==> config.mk <==
export PLATFORM = sky130hd
export DESIGN_NAME = arith_op_sequencer
export DESIGN_NICKNAME = d
export VERILOG_FILES = /design/src/rtl/arith_op_sequencer_pkg.sv /design/src/rtl/arith_op_sequencer_watchdog.sv /design/src/rtl/arith_op_sequencer.sv
export SDC_FILE = /design/constraint.sdc
export NUM_CORES = 1
export LEC_CHECK = 0
export CORE_MARGIN = 4
export CORE_UTILIZATION = 30
export DETAILED_ROUTE_END_ITERATION = 12
export HOLD_SLACK_MARGIN = 0.03
export PLACE_DENSITY = 0.55
export RECOVER_POWER = 25
export SLEW_MARGIN = 20
export SYNTH_ARGS = -nofsm -noshare
export SYNTH_HDL_FRONTEND = slang
export SYNTH_SLANG_ARGS = --single-unit
==> constraint.sdc <==
create_clock -name clk -period 4.58 [get_ports clk]
set_input_delay 0.458 -clock clk [delete_from_list [all_inputs] [get_ports clk]]
set_output_delay 0.458 -clock clk [all_outputs]
set_load 0.01 [all_outputs]
==> src/rtl/arith_op_sequencer_pkg.sv <==
// Shared op codes, sequencer states and op classification helpers
// for the arithmetic instruction sequencer.
package arith_op_sequencer_pkg;

    localparam logic [2:0] OP_NULL  = 3'd0;
    localparam logic [2:0] OP_ADD   = 3'd1;
    localparam logic [2:0] OP_SUB   = 3'd2;
    localparam logic [2:0] OP_MUL   = 3'd3;
    localparam logic [2:0] OP_DIV   = 3'd4;
    localparam logic [2:0] OP_AND   = 3'd5;
    localparam logic [2:0] OP_LEFT4 = 3'd6;
    localparam logic [2:0] OP_LEFT3 = 3'd7;

    typedef enum logic [2:0] {
        SEQ_IDLE  = 3'd0,
        SEQ_FETCH = 3'd1,
        SEQ_LOAD  = 3'd2,
        SEQ_START = 3'd3,
        SEQ_WAIT  = 3'd4,
        SEQ_STORE = 3'd5,
        SEQ_DONE  = 3'd6
    } seq_state_t;

    function automatic logic op_needs_operand(input logic [2:0] op);
        return (op == OP_ADD) || (op == OP_SUB) || (op == OP_MUL) ||
               (op == OP_DIV) || (op == OP_AND);
    endfunction

    function automatic logic op_is_shift(input logic [2:0] op);
        return (op == OP_LEFT4) || (op == OP_LEFT3);
    endfunction

endpackage

==> src/rtl/arith_op_sequencer_watchdog.sv <==
// Cycle counter that flags expiry once TIMEOUT wait cycles elapse
// without the controller finishing.
module seq_watchdog #(
    parameter int unsigned TIMEOUT = 255
) (
    input  logic clk,
    input  logic reset,
    input  logic clear,
    input  logic enable,
    output logic expired
);
    import arith_op_sequencer_pkg::*;

    localparam logic [15:0] LIMIT = 16'(TIMEOUT);

    logic [15:0] count;

    assign expired = (count == LIMIT);

    always_ff @(posedge clk or posedge reset) begin
        if (reset) begin
            count <= '0;
        end else if (clear) begin
            count <= '0;
        end else if (enable && !expired) begin
            count <= count + 16'd1;
        end
    end

endmodule

==> src/rtl/arith_op_sequencer.sv <==
// Issues one arithmetic instruction at a time: operand fetch, start,
// watchdog-guarded wait, optional write-back of reg C, done pulse.
module arith_op_sequencer
    import arith_op_sequencer_pkg::*;
#(
    parameter int unsigned ADDR_W  = 12,
    parameter int unsigned DATA_W  = 31,
    parameter int unsigned TIMEOUT = 255
) (
    input  logic              clk,
    input  logic              reset,
    input  logic              instr_valid,
    output logic              instr_ready,
    input  logic [2:0]        instr_op,
    input  logic [ADDR_W-1:0] instr_addr,
    input  logic              instr_store,
    output logic [ADDR_W-1:0] mem_addr,
    output logic              mem_rd_req,
    output logic              mem_wr_req,
    input  logic              mem_ack,
    input  logic [DATA_W-1:0] mem_rdata,
    output logic [DATA_W-1:0] mem_wdata,
    input  logic [DATA_W-1:0] reg_c,
    output logic [DATA_W-1:0] operand,
    output logic              do_read_mem,
    output logic              mem_read_sign,
    output logic              arith_start,
    output logic [2:0]        arith_operation,
    input  logic              arith_finish,
    output logic              busy,
    output logic              done,
    output logic              error
);

    seq_state_t state;
    seq_state_t nxt;
    logic [2:0] op_q;
    logic       store_q;
    logic       accept;
    logic       expired;
    logic       abort;
    logic [2:0] op_cur;

    assign accept        = instr_valid & instr_ready;
    assign mem_read_sign = operand[DATA_W-1];
    // A shift op enters START straight from IDLE, before op_q is loaded.
    assign op_cur        = (state == SEQ_IDLE) ? instr_op : op_q;

    seq_watchdog #(
        .TIMEOUT (TIMEOUT)
    ) u_watchdog (
        .clk     (clk),
        .reset   (reset),
        .clear   (state == SEQ_START),
        .enable  (state == SEQ_WAIT),
        .expired (expired)
    );

    always_comb begin
        nxt   = state;
        abort = 1'b0;
        unique case (state)
            SEQ_IDLE: begin
                if (accept) begin
                    if (op_needs_operand(instr_op)) begin
                        nxt = SEQ_FETCH;
                    end else if (op_is_shift(instr_op)) begin
                        nxt = SEQ_START;
                    end else begin
                        nxt = SEQ_DONE;
                    end
                end
            end
            SEQ_FETCH: if (mem_ack) nxt = SEQ_LOAD;
            SEQ_LOAD:  nxt = SEQ_START;
            SEQ_START: nxt = SEQ_WAIT;
            SEQ_WAIT: begin
                // finish takes priority over a same-cycle expiry
                if (arith_finish) begin
                    nxt = store_q ? SEQ_STORE : SEQ_DONE;
                end else if (expired) begin
                    nxt   = SEQ_DONE;
                    abort = 1'b1;
                end
            end
            SEQ_STORE: if (mem_ack) nxt = SEQ_DONE;
            SEQ_DONE:  nxt = SEQ_IDLE;
            default:   nxt = SEQ_IDLE;
        endcase
    end

    always_ff @(posedge clk or posedge reset) begin
        if (reset) begin
            state           <= SEQ_IDLE;
            op_q            <= OP_NULL;
            store_q         <= 1'b0;
            instr_ready     <= 1'b1;
            busy            <= 1'b0;
            mem_rd_req      <= 1'b0;
            mem_wr_req      <= 1'b0;
            do_read_mem     <= 1'b0;
            arith_start     <= 1'b0;
            done            <= 1'b0;
            error           <= 1'b0;
            arith_operation <= OP_NULL;
            mem_addr        <= '0;
            operand         <= '0;
            mem_wdata       <= '0;
        end else begin
            state       <= nxt;
            instr_ready <= (nxt == SEQ_IDLE);
            busy        <= (nxt != SEQ_IDLE);
            mem_rd_req  <= (nxt == SEQ_FETCH);
            mem_wr_req  <= (nxt == SEQ_STORE);
            do_read_mem <= (nxt == SEQ_LOAD);
            arith_start <= (nxt == SEQ_START);
            done        <= (nxt == SEQ_DONE);
            if (nxt == SEQ_START || nxt == SEQ_WAIT) begin
                arith_operation <= op_cur;
            end else begin
                arith_operation <= OP_NULL;
            end
            if (accept) begin
                op_q     <= instr_op;
                store_q  <= instr_store;
                mem_addr <= instr_addr;
                error    <= 1'b0;
            end
            if (state == SEQ_FETCH && mem_ack) begin
                operand <= mem_rdata;
            end
            if (state == SEQ_WAIT && arith_finish) begin
                mem_wdata <= reg_c;
            end
            if (abort) begin
                error <= 1'b1;
            end
        end
    end

endmodule

==> metrics.txt <==
# TYPE chip_impl_metric gauge
chip_impl_info{name="run_status",value="complete, no violations"} 1
chip_impl_metric{name="sequential_share_of_power",unit=""} 0.391
chip_impl_metric{name="drcViolationCount",unit=""} 0
chip_impl_metric{name="insertedDiodeCount",unit=""} 0
chip_impl_metric{name="portBuffers",unit=""} 168
chip_impl_metric{name="routed_wire_length_per_instance",unit="um"} 16.6
chip_impl_metric{name="clock.fmax",unit="GHz"} 0.366
chip_impl_metric{name="timing.final.max_slew_violations",unit=""} 0
chip_impl_metric{name="share_of_the_synthesized_area_in_the_top_cell_type",unit=""} 0.610
chip_impl_metric{name="synth.yosys.warnings",unit=""} 0
chip_impl_info{name="worst_hold_path_type",value="reg -> reg"} 1
chip_impl_metric{name="final_period_minus_worst_setup_slack",unit="ps"} 2740
chip_impl_metric{name="areaGrowthSynthToFinish",unit="%"} 49.6
chip_impl_metric{name="synth.lib_cells_used.distinct",unit=""} 44
chip_impl_metric{name="maximum_number_of_pins_on_one_net_before_global_route_repair",unit=""} 54
chip_impl_info{name="endpoint_kind",value="async pin"} 1
chip_impl_metric{name="power_density",unit="mW/mm^2"} 629
chip_impl_metric{name="fin_crit_sh",unit=""} 0.597
chip_impl_metric{name="setup_viol_count_final",unit=""} 0
chip_impl_metric{name="worstPathArrival",unit="ps"} 2930
chip_impl_metric{name="synth.yosys.seq_area_share",unit=""} 0.616
chip_impl_metric{name="worst_pin_slew",unit="ps"} 1480
chip_impl_metric{name="crit_required",unit="ps"} 4780
chip_impl_metric{name="fin_nets",unit=""} 564
chip_impl_metric{name="detail-route-antenna-nets",unit=""} 0
chip_impl_info{name="crit_path_cell_trace",value="dlygate4sd3_1 -> clkinvlp_2 -> clkbuf_1"} 1
chip_impl_metric{name="clk_latency",unit="ps"} 340
chip_impl_info{name="synth_ff_type",value="sky130_fd_sc_hd__dfrtp_1"} 1
chip_impl_metric{name="cts-resized-gates",unit=""} 0
chip_impl_metric{name="antenna_violations_before_repair",unit=""} 0
chip_impl_metric{name="worst-path-buf-inv",unit=""} 3
chip_impl_metric{name="post_synth_inst_count",unit=""} 311
chip_impl_metric{name="floorplan.initialDensity",unit=""} 0.311
chip_impl_metric{name="dr.first_iter.drc_count",unit=""} 123
chip_impl_metric{name="worst-path-max-fanout",unit=""} 29
chip_impl_info{name="post_synth_main_area_contributors",value="sky130_fd_sc_hd__dfrtp_1 61%, sky130_fd_sc_hd__mux2_2 17%, sky130_fd_sc_hd__mux2_1 2.8%, sky130_fd_sc_hd__xor2_1 2.6%, sky130_fd_sc_hd__nor2_1 2.0%"} 1
chip_impl_metric{name="cts.reportedPaths.clkPinSlew",unit="ps"} 70
chip_impl_metric{name="pin_count",unit=""} 169
chip_impl_info{name="post-synth-top-area-cell",value="sky130_fd_sc_hd__dfrtp_1"} 1
chip_impl_info{name="synth.most_common_cell",value="sky130_fd_sc_hd__dfrtp_1"} 1
chip_impl_metric{name="synth_edf_count",unit=""} 0
chip_impl_metric{name="fin_worst_skew",unit="ps"} 5.62
chip_impl_metric{name="hold_buffers",unit=""} 0
chip_impl_info{name="critical-path-top-delay-family",value="buffers and inverters"} 1
chip_impl_metric{name="grt_first_pass_wirelength",unit="um"} 17300
chip_impl_info{name="tritoncts",value="yes"} 1
chip_impl_metric{name="std_cell_rows",unit=""} 43
chip_impl_metric{name="ys_seq_elements",unit=""} 108
chip_impl_metric{name="drt-total-wl",unit="um"} 11000
chip_impl_metric{name="tritoncts_num_sinks",unit=""} 108
chip_impl_metric{name="numCtsBuffers",unit=""} 9
chip_impl_info{name="rsz0062_at_grt",value="false"} 1
chip_impl_metric{name="dr_total_vias",unit=""} 3074
chip_impl_metric{name="die_height",unit="um"} 129
chip_impl_metric{name="die_extent_in_x",unit="um"} 129
chip_impl_metric{name="final_layout_size_suffix_gt1_frac",unit=""} 0.197
chip_impl_info{name="critPathKind",value="in -> async"} 1
chip_impl_metric{name="syn_area_per_cell",unit="um^2"} 14.1
chip_impl_metric{name="post_cts.repair.setup_buffers",unit=""} 0
chip_impl_metric{name="worst_slack",unit="ps"} 1840
chip_impl_metric{name="postLayoutCoreUtil",unit=""} 0.466
chip_impl_info{name="setup.worst_path.start_class",value="primary input"} 1
chip_impl_metric{name="dp_hpwl",unit="um"} 8090
chip_impl_metric{name="design.core.area",unit="mm^2"} 0.0141
chip_impl_info{name="crit_slowest_cell",value="sky130_fd_sc_hd__clkbuf_1"} 1
chip_impl_info{name="clk_root_buffer_cell",value="sky130_fd_sc_hd__clkbuf_16"} 1
chip_impl_metric{name="drv_cap",unit=""} 0
chip_impl_metric{name="report.final.hold_viol_count",unit=""} 0
chip_impl_metric{name="share_of_synthesized_flip_flops_with_an_asynchronous_set_or_reset",unit=""} 1.00
chip_impl_metric{name="switching_power",unit="mW"} 1.24
chip_impl_metric{name="grt_overflow",unit=""} 0
chip_impl_metric{name="switching_share",unit=""} 0.300
chip_impl_metric{name="synthesis.area",unit="mm^2"} 0.00439
chip_impl_metric{name="critPathMaxStageDelay",unit="ps"} 1140
chip_impl_info{name="synth.top_cells.by_count",value="107 x sky130_fd_sc_hd__dfrtp_1, 67 x sky130_fd_sc_hd__mux2_2, 23 x sky130_fd_sc_hd__nor2_1, 13 x sky130_fd_sc_hd__xor2_1, 11 x sky130_fd_sc_hd__mux2_1"} 1
chip_impl_metric{name="ctsLongestPathBuffers",unit=""} 2
chip_impl_metric{name="power.leakage",unit="nW"} 2.75
chip_impl_metric{name="first_global_vias",unit=""} 3185
chip_impl_metric{name="cts_h_tree_depth",unit=""} 3
chip_impl_metric{name="vdd_ir_drop_max",unit="V"} 0.000280
chip_impl_metric{name="combPwrFrac",unit=""} 0.421
chip_impl_metric{name="globalRouteTotalUtil",unit=""} 0.134
chip_impl_metric{name="share_clk_of_total_power",unit=""} 0.188
chip_impl_metric{name="dpl_worst_slack",unit="ps"} 1950
chip_impl_metric{name="power.internal",unit="mW"} 2.89
chip_impl_metric{name="fp.dieArea",unit="mm^2"} 0.0166
chip_impl_metric{name="gp_congestion",unit=""} 0.751
chip_impl_metric{name="drtPass1Iterations",unit=""} 4
chip_impl_metric{name="fin_worst_hold_slack",unit="ps"} 487
chip_impl_metric{name="post-layout-total-power",unit="mW"} 4.13
chip_impl_metric{name="tns",unit="ps"} 0
chip_impl_metric{name="worst_slew_margin_rel",unit=""} 0.0107
chip_impl_metric{name="avgViaCountPerCell",unit=""} 4.64
chip_impl_metric{name="synth_fp_nets",unit=""} 395
## cell usage in the layout (no fill, tap or decap), drive strengths merged, types with 4 or more instances in the layout
master and count:
clkdlybuf4s50 166, dfrtp 107, mux2 78, nor2 23
clkbuf 14, xor2 13, nand2 9, nand3 6
nand4 5, and3 5, a21oi 5, mux2i 4
## metrics by stage
step                      area [um^2]  instances
final                            6560        663
after CTS                        6570        663
after global placement           6280        649
after global routing             6560        663
after floorplan                  4390        311
after detailed placement         6280        649
## power by group through the flow
stage	sequential, mW	clock [mW]	combinational [mW]
finish	1.61	0.777	1.74
global route	1.67	0.848	1.88
CTS	1.62	0.814	1.78
detailed placement	1.63	0	1.77
global placement	1.62	0	1.76
floorplan	1.76	0	0.636
## metal layers
metal | global-route usage | vias up | share of wire
met5 | 0 | - | 0
met4 | 0.0259 | 0 | 0.0064
met3 | 0.0589 | 4 | 0.098
met2 | 0.209 | 123 | 0.46
met1 | 0.175 | 1506 | 0.43
li1 | - | 1441 | -
## sequential cells by signal, summed over array words and instances (netlist names), 3 cells and up
| signal | cells |
|---|---|
| op_q | 3 |
| state | 3 |
| operand | 31 |
| u_watchdog.count | 16 |
| arith_operation | 3 |
| mem_wdata | 31 |
| mem_addr | 12 |
## path summary, 6_finish.rpt
| check | from | endpoint | slack (ps) | cells after the start |
|---|---|---|---|---|
| setup / recovery | reset | arith_start$_DFF_PP0_ | 1840 | 3 |
| hold / removal | operand[24]$_DFFE_PP0P_ | operand[24]$_DFFE_PP0P_ | 490 | 1 |
| setup reg to reg | instr_ready$_DFF_PP1_ | arith_operation[1]$_DFF_PP0_ | 2400 | 4 |
| hold reg to reg | operand[24]$_DFFE_PP0P_ | operand[24]$_DFFE_PP0P_ | 490 | 1 |
| max in group clk | instr_valid | arith_operation[1]$_DFF_PP0_ | 2350 | 5 |
| min in group asynchronous | reset | mem_wdata[10]$_DFFE_PP0P_ | 840 | 2 |
## final cells by class
class | instances | area [um^2]
Tap cell | 180 | 225
Inverter | 4 | 16.3
Clock buffer | 12 | 256
Clock inverter | 2 | 35.0
Timing Repair Buffer | 172 | 1710
Fill cell | 1288 | 7530
Multi-Input combinational cell | 185 | 1620
Sequential cell | 108 | 2700
## logic make-up after synthesis
| logic type | synth area share |
|---|---|
| AOI/OAI and AO/OA | 0.0354 |
| xor gates and xnor gates | 0.0299 |
| adders and majority gates | 0.00285 |
| buffers and inverters | 0.0180 |
| DFF | 0.616 |
| muxes | 0.209 |
| and+or+nand+nor | 0.0881 |
## worst register-to-register path, cell delays in order, from the launching register on
cell                      delay [ps]
sky130_fd_sc_hd__dfstp_2         550
sky130_fd_sc_hd__nand2_1         460
sky130_fd_sc_hd__o41ai_2         720
sky130_fd_sc_hd__a41oi_2         250
sky130_fd_sc_hd__nor2_1          140
No activity file was read; power rests on OpenSTA's default activity.
